`config.mk`:
```
export PLATFORM = sky130hd
export DESIGN_NAME = uart_rx_frontend
export DESIGN_NICKNAME = d
export VERILOG_FILES = /design/src/rtl/uart_pkg.sv /design/src/rtl/baud_tick_gen.sv /design/src/rtl/uart_rx_frontend.sv
export SDC_FILE = /design/constraint.sdc
export NUM_CORES = 1
export LEC_CHECK = 0
export BUFFER_PORTS_ARGS = -buffer_cell sky130_fd_sc_hd__clkbuf_2
export CAP_MARGIN = 25
export CORE_MARGIN = 1.5
export CORE_UTILIZATION = 53
export DETAILED_ROUTE_END_ITERATION = 12
export GPL_TIMING_DRIVEN = 0
export MAX_ROUTING_LAYER = met4
export PLACE_DENSITY = 0.69
export SLEW_MARGIN = 20
export SYNTH_ARGS = -nofsm -noshare
export SYNTH_HDL_FRONTEND = slang
export SYNTH_SLANG_ARGS = --single-unit
```
`constraint.sdc`:
```
create_clock -name clk -period 4.6 [get_ports clk]
set_clock_uncertainty 0.05 [all_clocks]
set_input_delay 0.92 -clock clk [delete_from_list [all_inputs] [get_ports clk]]
set_output_delay 0.92 -clock clk [all_outputs]
set_load 0.01 [all_outputs]
```
`src/rtl/uart_pkg.sv`:
```
// Shared UART definitions: default line settings, receiver state encoding,
// the receiver's state/debug record and the clock-divider helper.
package uart_pkg;

   // Default system clock and line rate. The UART TX side uses these too.
   localparam int DEFAULT_CLK_FREQ = 100_000_000;
   localparam int DEFAULT_BAUD     = 115_200;

   // Receiver state encoding (3 bits)
   localparam logic [2:0] ST_IDLE      = 3'd0;
   localparam logic [2:0] ST_START     = 3'd1;
   localparam logic [2:0] ST_DATA      = 3'd2;
   localparam logic [2:0] ST_STOP      = 3'd3;
   localparam logic [2:0] ST_WAIT_IDLE = 3'd4;

   typedef enum logic [2:0] {
      IDLE      = ST_IDLE,
      START     = ST_START,
      DATA      = ST_DATA,
      STOP      = ST_STOP,
      WAIT_IDLE = ST_WAIT_IDLE
   } rx_state_t;

   // Receiver control record. The receiver keeps its state in this struct so
   // that state and bit position can be observed as one named signal.
   typedef struct packed {
      rx_state_t  state;
      logic [2:0] bcnt;
   } rx_fsm_t;

   // Clocks per oversample tick, rounded to the nearest integer.
   function automatic int calc_div(input int clk_freq, input int baud, input int os);
      int tick_rate;
      tick_rate = baud * os;
      return (clk_freq + tick_rate / 2) / tick_rate;
   endfunction

endpackage

```
`src/rtl/baud_tick_gen.sv`:
```
// Oversample tick generator: a 0..DIV-1 counter that strobes tick for one
// clock on DIV-1. While en is low the counter is held at 0, so the first tick
// lands exactly DIV clocks after en rises.
module baud_tick_gen #(
   parameter int DIV = 54
) (
   input  logic clk,
   input  logic reset,
   input  logic en,
   output logic tick
);

   localparam int CW = (DIV > 1) ? $clog2(DIV) : 1;

   logic [CW-1:0] cnt;

   // Free-running divider while enabled, parked at zero otherwise
   always_ff @(posedge clk or posedge reset) begin
      if (reset) begin
         cnt <= '0;
      end else if (!en || cnt == CW'(DIV - 1)) begin
         cnt <= '0;
      end else begin
         cnt <= cnt + CW'(1);
      end
   end

   assign tick = en && (cnt == CW'(DIV - 1));

endmodule

```
`src/rtl/uart_rx_frontend.sv`:
```
// 8N1 UART receiver front end (LSB first). Synchronises the raw rx pin,
// oversamples it, rejects start-bit glitches and reports framing errors.
//
// Output handshake: rx_valid is a one-cycle strobe with no ready/backpressure;
// rx_data holds the byte from that strobe until the next one, and the consumer
// must take every strobe. frame_err is a one-cycle strobe that never coincides
// with rx_valid and leaves rx_data untouched.
//
// OVERSAMPLE must be even and at least 8; DIV is derived and not overridable.
module uart_rx_frontend
   import uart_pkg::*;
#(
   parameter  int CLK_FREQ   = DEFAULT_CLK_FREQ,
   parameter  int BAUD       = DEFAULT_BAUD,
   parameter  int OVERSAMPLE = 16,
   localparam int DIV        = calc_div(CLK_FREQ, BAUD, OVERSAMPLE)
) (
   input  logic       clk,
   input  logic       reset,
   input  logic       rx,
   output logic       rx_valid,
   output logic [7:0] rx_data,
   output logic       frame_err,
   output logic       rx_busy
);

   localparam int SW = $clog2(OVERSAMPLE);
   localparam logic [SW-1:0] SCNT_HALF = SW'(OVERSAMPLE / 2 - 1);
   localparam logic [SW-1:0] SCNT_LAST = SW'(OVERSAMPLE - 1);

   logic [1:0]    sync_q;
   logic          rxs;
   logic          tick;
   rx_fsm_t       fsm;
   logic [SW-1:0] scnt;
   logic [7:0]    shreg;

   // Two-flop synchroniser on the asynchronous pin; resets to the idle level
   always_ff @(posedge clk or posedge reset) begin
      if (reset) begin
         sync_q <= 2'b11;
      end else begin
         sync_q <= {sync_q[0], rx};
      end
   end

   assign rxs = sync_q[1];

   // Ticks only run during a frame so the sample phase follows the start edge
   baud_tick_gen #(
      .DIV (DIV)
   ) u_tick (
      .clk   (clk),
      .reset (reset),
      .en    (fsm.state != IDLE),
      .tick  (tick)
   );

   // Frame FSM: start qualification, data shifting, stop check, break wait
   always_ff @(posedge clk or posedge reset) begin
      if (reset) begin
         fsm.state <= IDLE;
         fsm.bcnt  <= '0;
         scnt      <= '0;
         shreg     <= '0;
         rx_data   <= '0;
         rx_valid  <= 1'b0;
         frame_err <= 1'b0;
      end else begin
         rx_valid  <= 1'b0;
         frame_err <= 1'b0;
         case (fsm.state)
            IDLE: begin
               scnt     <= '0;
               fsm.bcnt <= '0;
               if (!rxs) begin
                  fsm.state <= START;
               end
            end
            START: begin
               if (tick) begin
                  if (scnt == SCNT_HALF) begin
                     // Mid start bit: a line already back high was a glitch
                     scnt      <= '0;
                     fsm.bcnt  <= '0;
                     fsm.state <= rxs ? IDLE : DATA;
                  end else begin
                     scnt <= scnt + SW'(1);
                  end
               end
            end
            DATA: begin
               if (tick) begin
                  if (scnt == SCNT_LAST) begin
                     scnt  <= '0;
                     shreg <= {rxs, shreg[7:1]};
                     if (fsm.bcnt == 3'd7) begin
                        fsm.state <= STOP;
                     end else begin
                        fsm.bcnt <= fsm.bcnt + 3'd1;
                     end
                  end else begin
                     scnt <= scnt + SW'(1);
                  end
               end
            end
            STOP: begin
               if (tick) begin
                  if (scnt == SCNT_LAST) begin
                     scnt <= '0;
                     if (rxs) begin
                        rx_data   <= shreg;
                        rx_valid  <= 1'b1;
                        fsm.state <= IDLE;
                     end else begin
                        frame_err <= 1'b1;
                        fsm.state <= WAIT_IDLE;
                     end
                  end else begin
                     scnt <= scnt + SW'(1);
                  end
               end
            end
            WAIT_IDLE: begin
               // A held-low (break) line must return high before a new frame
               if (rxs) begin
                  fsm.state <= IDLE;
               end
            end
            default: begin
               fsm.state <= IDLE;
            end
         endcase
      end
   end

   assign rx_busy = (fsm.state != IDLE);

endmodule

```
==> summary.txt <==
Status
  • Status: finished, final reports clean

Worst setup path
  • CP max stage delay: 0.44 ns
  • Max FO, Critical Path: 10
  • Crit path launch type: flip-flop
  • Cells along the critical path: buf_1 -> nor3_1 -> inv_1 -> clkbuf_2
  • Slowest CP cell: dfrtp_1
  • Worst EP arrival: 1.64 ns
  • Reg2reg setup slack: 2.42 ns
  • Worst Path Required: 3.63 ns
  • Crit path kind: reg -> out
  • Critical path endpoint category: output port

Layout
  • Commonest non-fill, non-tap cells in the layout: dfrtp_1 (34), mux2_2 (17), nor2_1 (15), clkbuf_2 (13), nand3_1 (7)
  • Post-layout utilization of the core: 61.08%
  • Ant diodes: 0
  • Synth-to-Final Area Change: 11.06%
  • Fillers: 262
  • Ratio of cells with drive above 1 in the final layout: 28.13%
  • Commonest non-fill, non-tap cell in the layout: dfrtp_1
  • Nets: 167

Synth
  • Async S/R FF share, synth: 100.0%
  • Register bit total from synthesis: 36
  • Synth area leader: dfrtp_1
  • Synth warn: 0
  • Mapped cell area: 0.001652 mm2
  • Netlist cell types: 34
  • Post-synth EDFFs: 0
  • Area contributors post-synth: dfrtp_1 (52%), mux2_2 (12%), ha_1 (3.8%), nor2_1 (3.4%), dfstp_2 (3.2%)
  • Post-synthesis sequential area ratio: 54.70%
  • Syn avg cell area: 11.88 um2
  • Post-synthesis instance total: 139
  • Dominant synthesized flop cell: dfrtp_1
  • Post-Syn Nets: 147
  • Post-synth top area share: 51.52%

CTS
  • CTS Buffer Depth: 2
  • Clk slew on worst S/H paths: 0.11 ns
  • Root Buffer: clkbuf_4
  • Clk Latency, worst-skew pair: 0.34 ns
  • Clock sink total: 36
  • Post-CTS Setup Inserts: 0
  • CTS tree: done
  • CTS-repair resized insts: 0
  • H-tree Lvls: 2
  • CTS Buf Count: 5
  • CTS hold repair buffers: 0

Drt
  • ANT nets after route: 0
  • Drt total wl: 2874 um
  • DR DRC count: 0
  • Iter 0 DRT Violations: 47
  • First-pass detailed-route iteration total: 4
  • Vias/cell: 5.715
  • Drt wl/cell: 14.89 um
  • Vias: 1103

Placed design
  • # port buffers: 13
  • Hpwl dp: 2008 um
  • RePlAce Congestion: 0.9020

Hold path
  • Min-Delay Path Class: reg -> reg

Power
  • Net Switching: 0.1103 mW
  • Leakage power: 0.8712 nW
  • Sw Share: 20.32%
  • Seq pwr share: 58.7%
  • P_int: 0.4326 mW
  • Clk network pwr share: 40.0%
  • Worst vdd ir: 0.0001900 V
  • PD cells: 296.0 mW/mm2
  • Logic pwr share: 1.3%

GRT
  • Initial antenna violation count: 0
  • First-pass GRT wire length: 4857 um
  • Grt ovf: 0
  • Vias in the first global route: 1064
  • Largest net degree at the start of global routing: 37
  • Gr usage total: 19.78%

STA
  • Setup violators final: 0
  • Hold Fails Final Rpt: 0
  • Slew Viols, Final: 0
  • RSZ-0062 raised after global routing: no
  • Setup tns final: 0 ns
  • Slew @ Worst Pin: 0.7382 ns
  • Slew headroom: 50.71%
  • Final period demand of the worst path: 2.613 ns
  • Max frequency: 0.3827 GHz
  • Period utilization: 56.80%

Floorplan
  • Core Area: 0.003003 mm2
  • Die area: 0.003460 mm2
  • Height of the die: 58.82 um
  • Std cell rows: 20
  • Starting density of the core: 55.00%
  • Ports: 14
  • Die Span X: 58.82 um

Flow run
  • MaxCap Viol Count: 0
-- logic make-up (layout without fill, tap and decap cells) --
group                      count (synthesis)  after routing  synth area share (%)
buffers and inverters                      8             29                 1.893
DFF                                       36             36                 54.70
xor gates and xnor gates                   8              8                 4.242
muxes                                     17             17                 11.59
and+or+nand+nor                           50             50                 17.50
AOI/OAI and AO/OA                         15             15                 6.289
adders and majority gates                  5              5                 3.788
-- power by group through the flow --
stage	clock, mW	combinational, mW	sequential, mW
after floorplan	0	0.00484	0.325
after global routing	0.235	0.00843	0.319
after CTS	0.223	0.00754	0.319
after global placement	0	0.00709	0.325
after detailed placement	0	0.00753	0.325
final	0.217	0.00701	0.319
-- flip-flops by register name, indices dropped and copies added, names as in the netlist --
name,flops
rx_data,8
scnt,4
frame_err,1
rx_valid,1
sync_q,2
shreg,8
u_tick.cnt,6
fsm,6
-- metrics by stage --
stage	total power [mW]	cells	hold slack [ns]	setup WS, ns	area (um2)
floorplan	0.3294	139	0.2952	2.626	1652
global placement	0.3319	185	0.2966	2.376	1758
detailed placement	0.3324	185	0.2978	2.371	1758
CTS	0.5496	193	0.3119	1.975	1834
global route	0.5624	193	0.3174	1.820	1834
finish	0.5429	193	0.3106	1.987	1834
-- cells in the mapped netlist, types with 2 or more instances --
| master | count |
|---|---|
| ha_1 | 5 |
| dfstp_2 | 2 |
| nor2b_1 | 2 |
| a21oi_1 | 2 |
| xnor2_1 | 4 |
| nand3b_1 | 3 |
| nand2_1 | 6 |
| o21ai_0 | 3 |
| nand2b_1 | 2 |
| nor4_1 | 2 |
| nand3_1 | 7 |
| o2bb2ai_1 | 3 |
| nor2_1 | 15 |
| dfrtp_1 | 34 |
| nor3_1 | 6 |
| o22ai_1 | 2 |
| xor2_1 | 4 |
| inv_1 | 4 |
| clkbuf_1 | 2 |
| mux2_2 | 17 |
-- final cells by class --
class	instances	area, um2	area share, %
timing repair buffer	13	65.06	3.547
clock inverter	2	35.03	1.910
buffer	4	16.27	0.8868
tap	33	41.29	2.251
sequential	36	903.4	49.25
inverter	4	15.01	0.8186
multi-input combinational	95	716.9	39.09
clock buffer	6	41.29	2.251
-- routing by layer --
| layer | vias up | track usage, % | share of wire, % |
|---|---|---|---|
| met5 | - | - | 0 |
| li1 | 538 | - | - |
| met2 | 22 | 27.78 | 49 |
| met4 | 0 | 8.766 | 1.7 |
| met1 | 537 | 26.09 | 46 |
| met3 | 6 | 6.593 | 3.3 |
-- path summary, 6_finish.rpt --
path / startpoint / depth (start not counted) / endpoint
worst max-delay path: fsm[3] / 4 / rx_busy
min in group asynchronous: reset / 2 / u_tick.cnt[5]
worst min register to register: sync_q[0] / 0 / sync_q[1]
worst max register to register: u_tick.cnt[1] / 6 / shreg[5]
worst min-delay path: sync_q[0] / 0 / sync_q[1]
max in group asynchronous: reset / 2 / u_tick.cnt[3]
-- critical path: cells and delay by family, from the launching register on --
kind,cells,cell delay [ns]
simple gates,1,0.32
buf+inv,3,0.54
flops,1,0.44
Note: power is estimated with default switching activity, not from simulation.
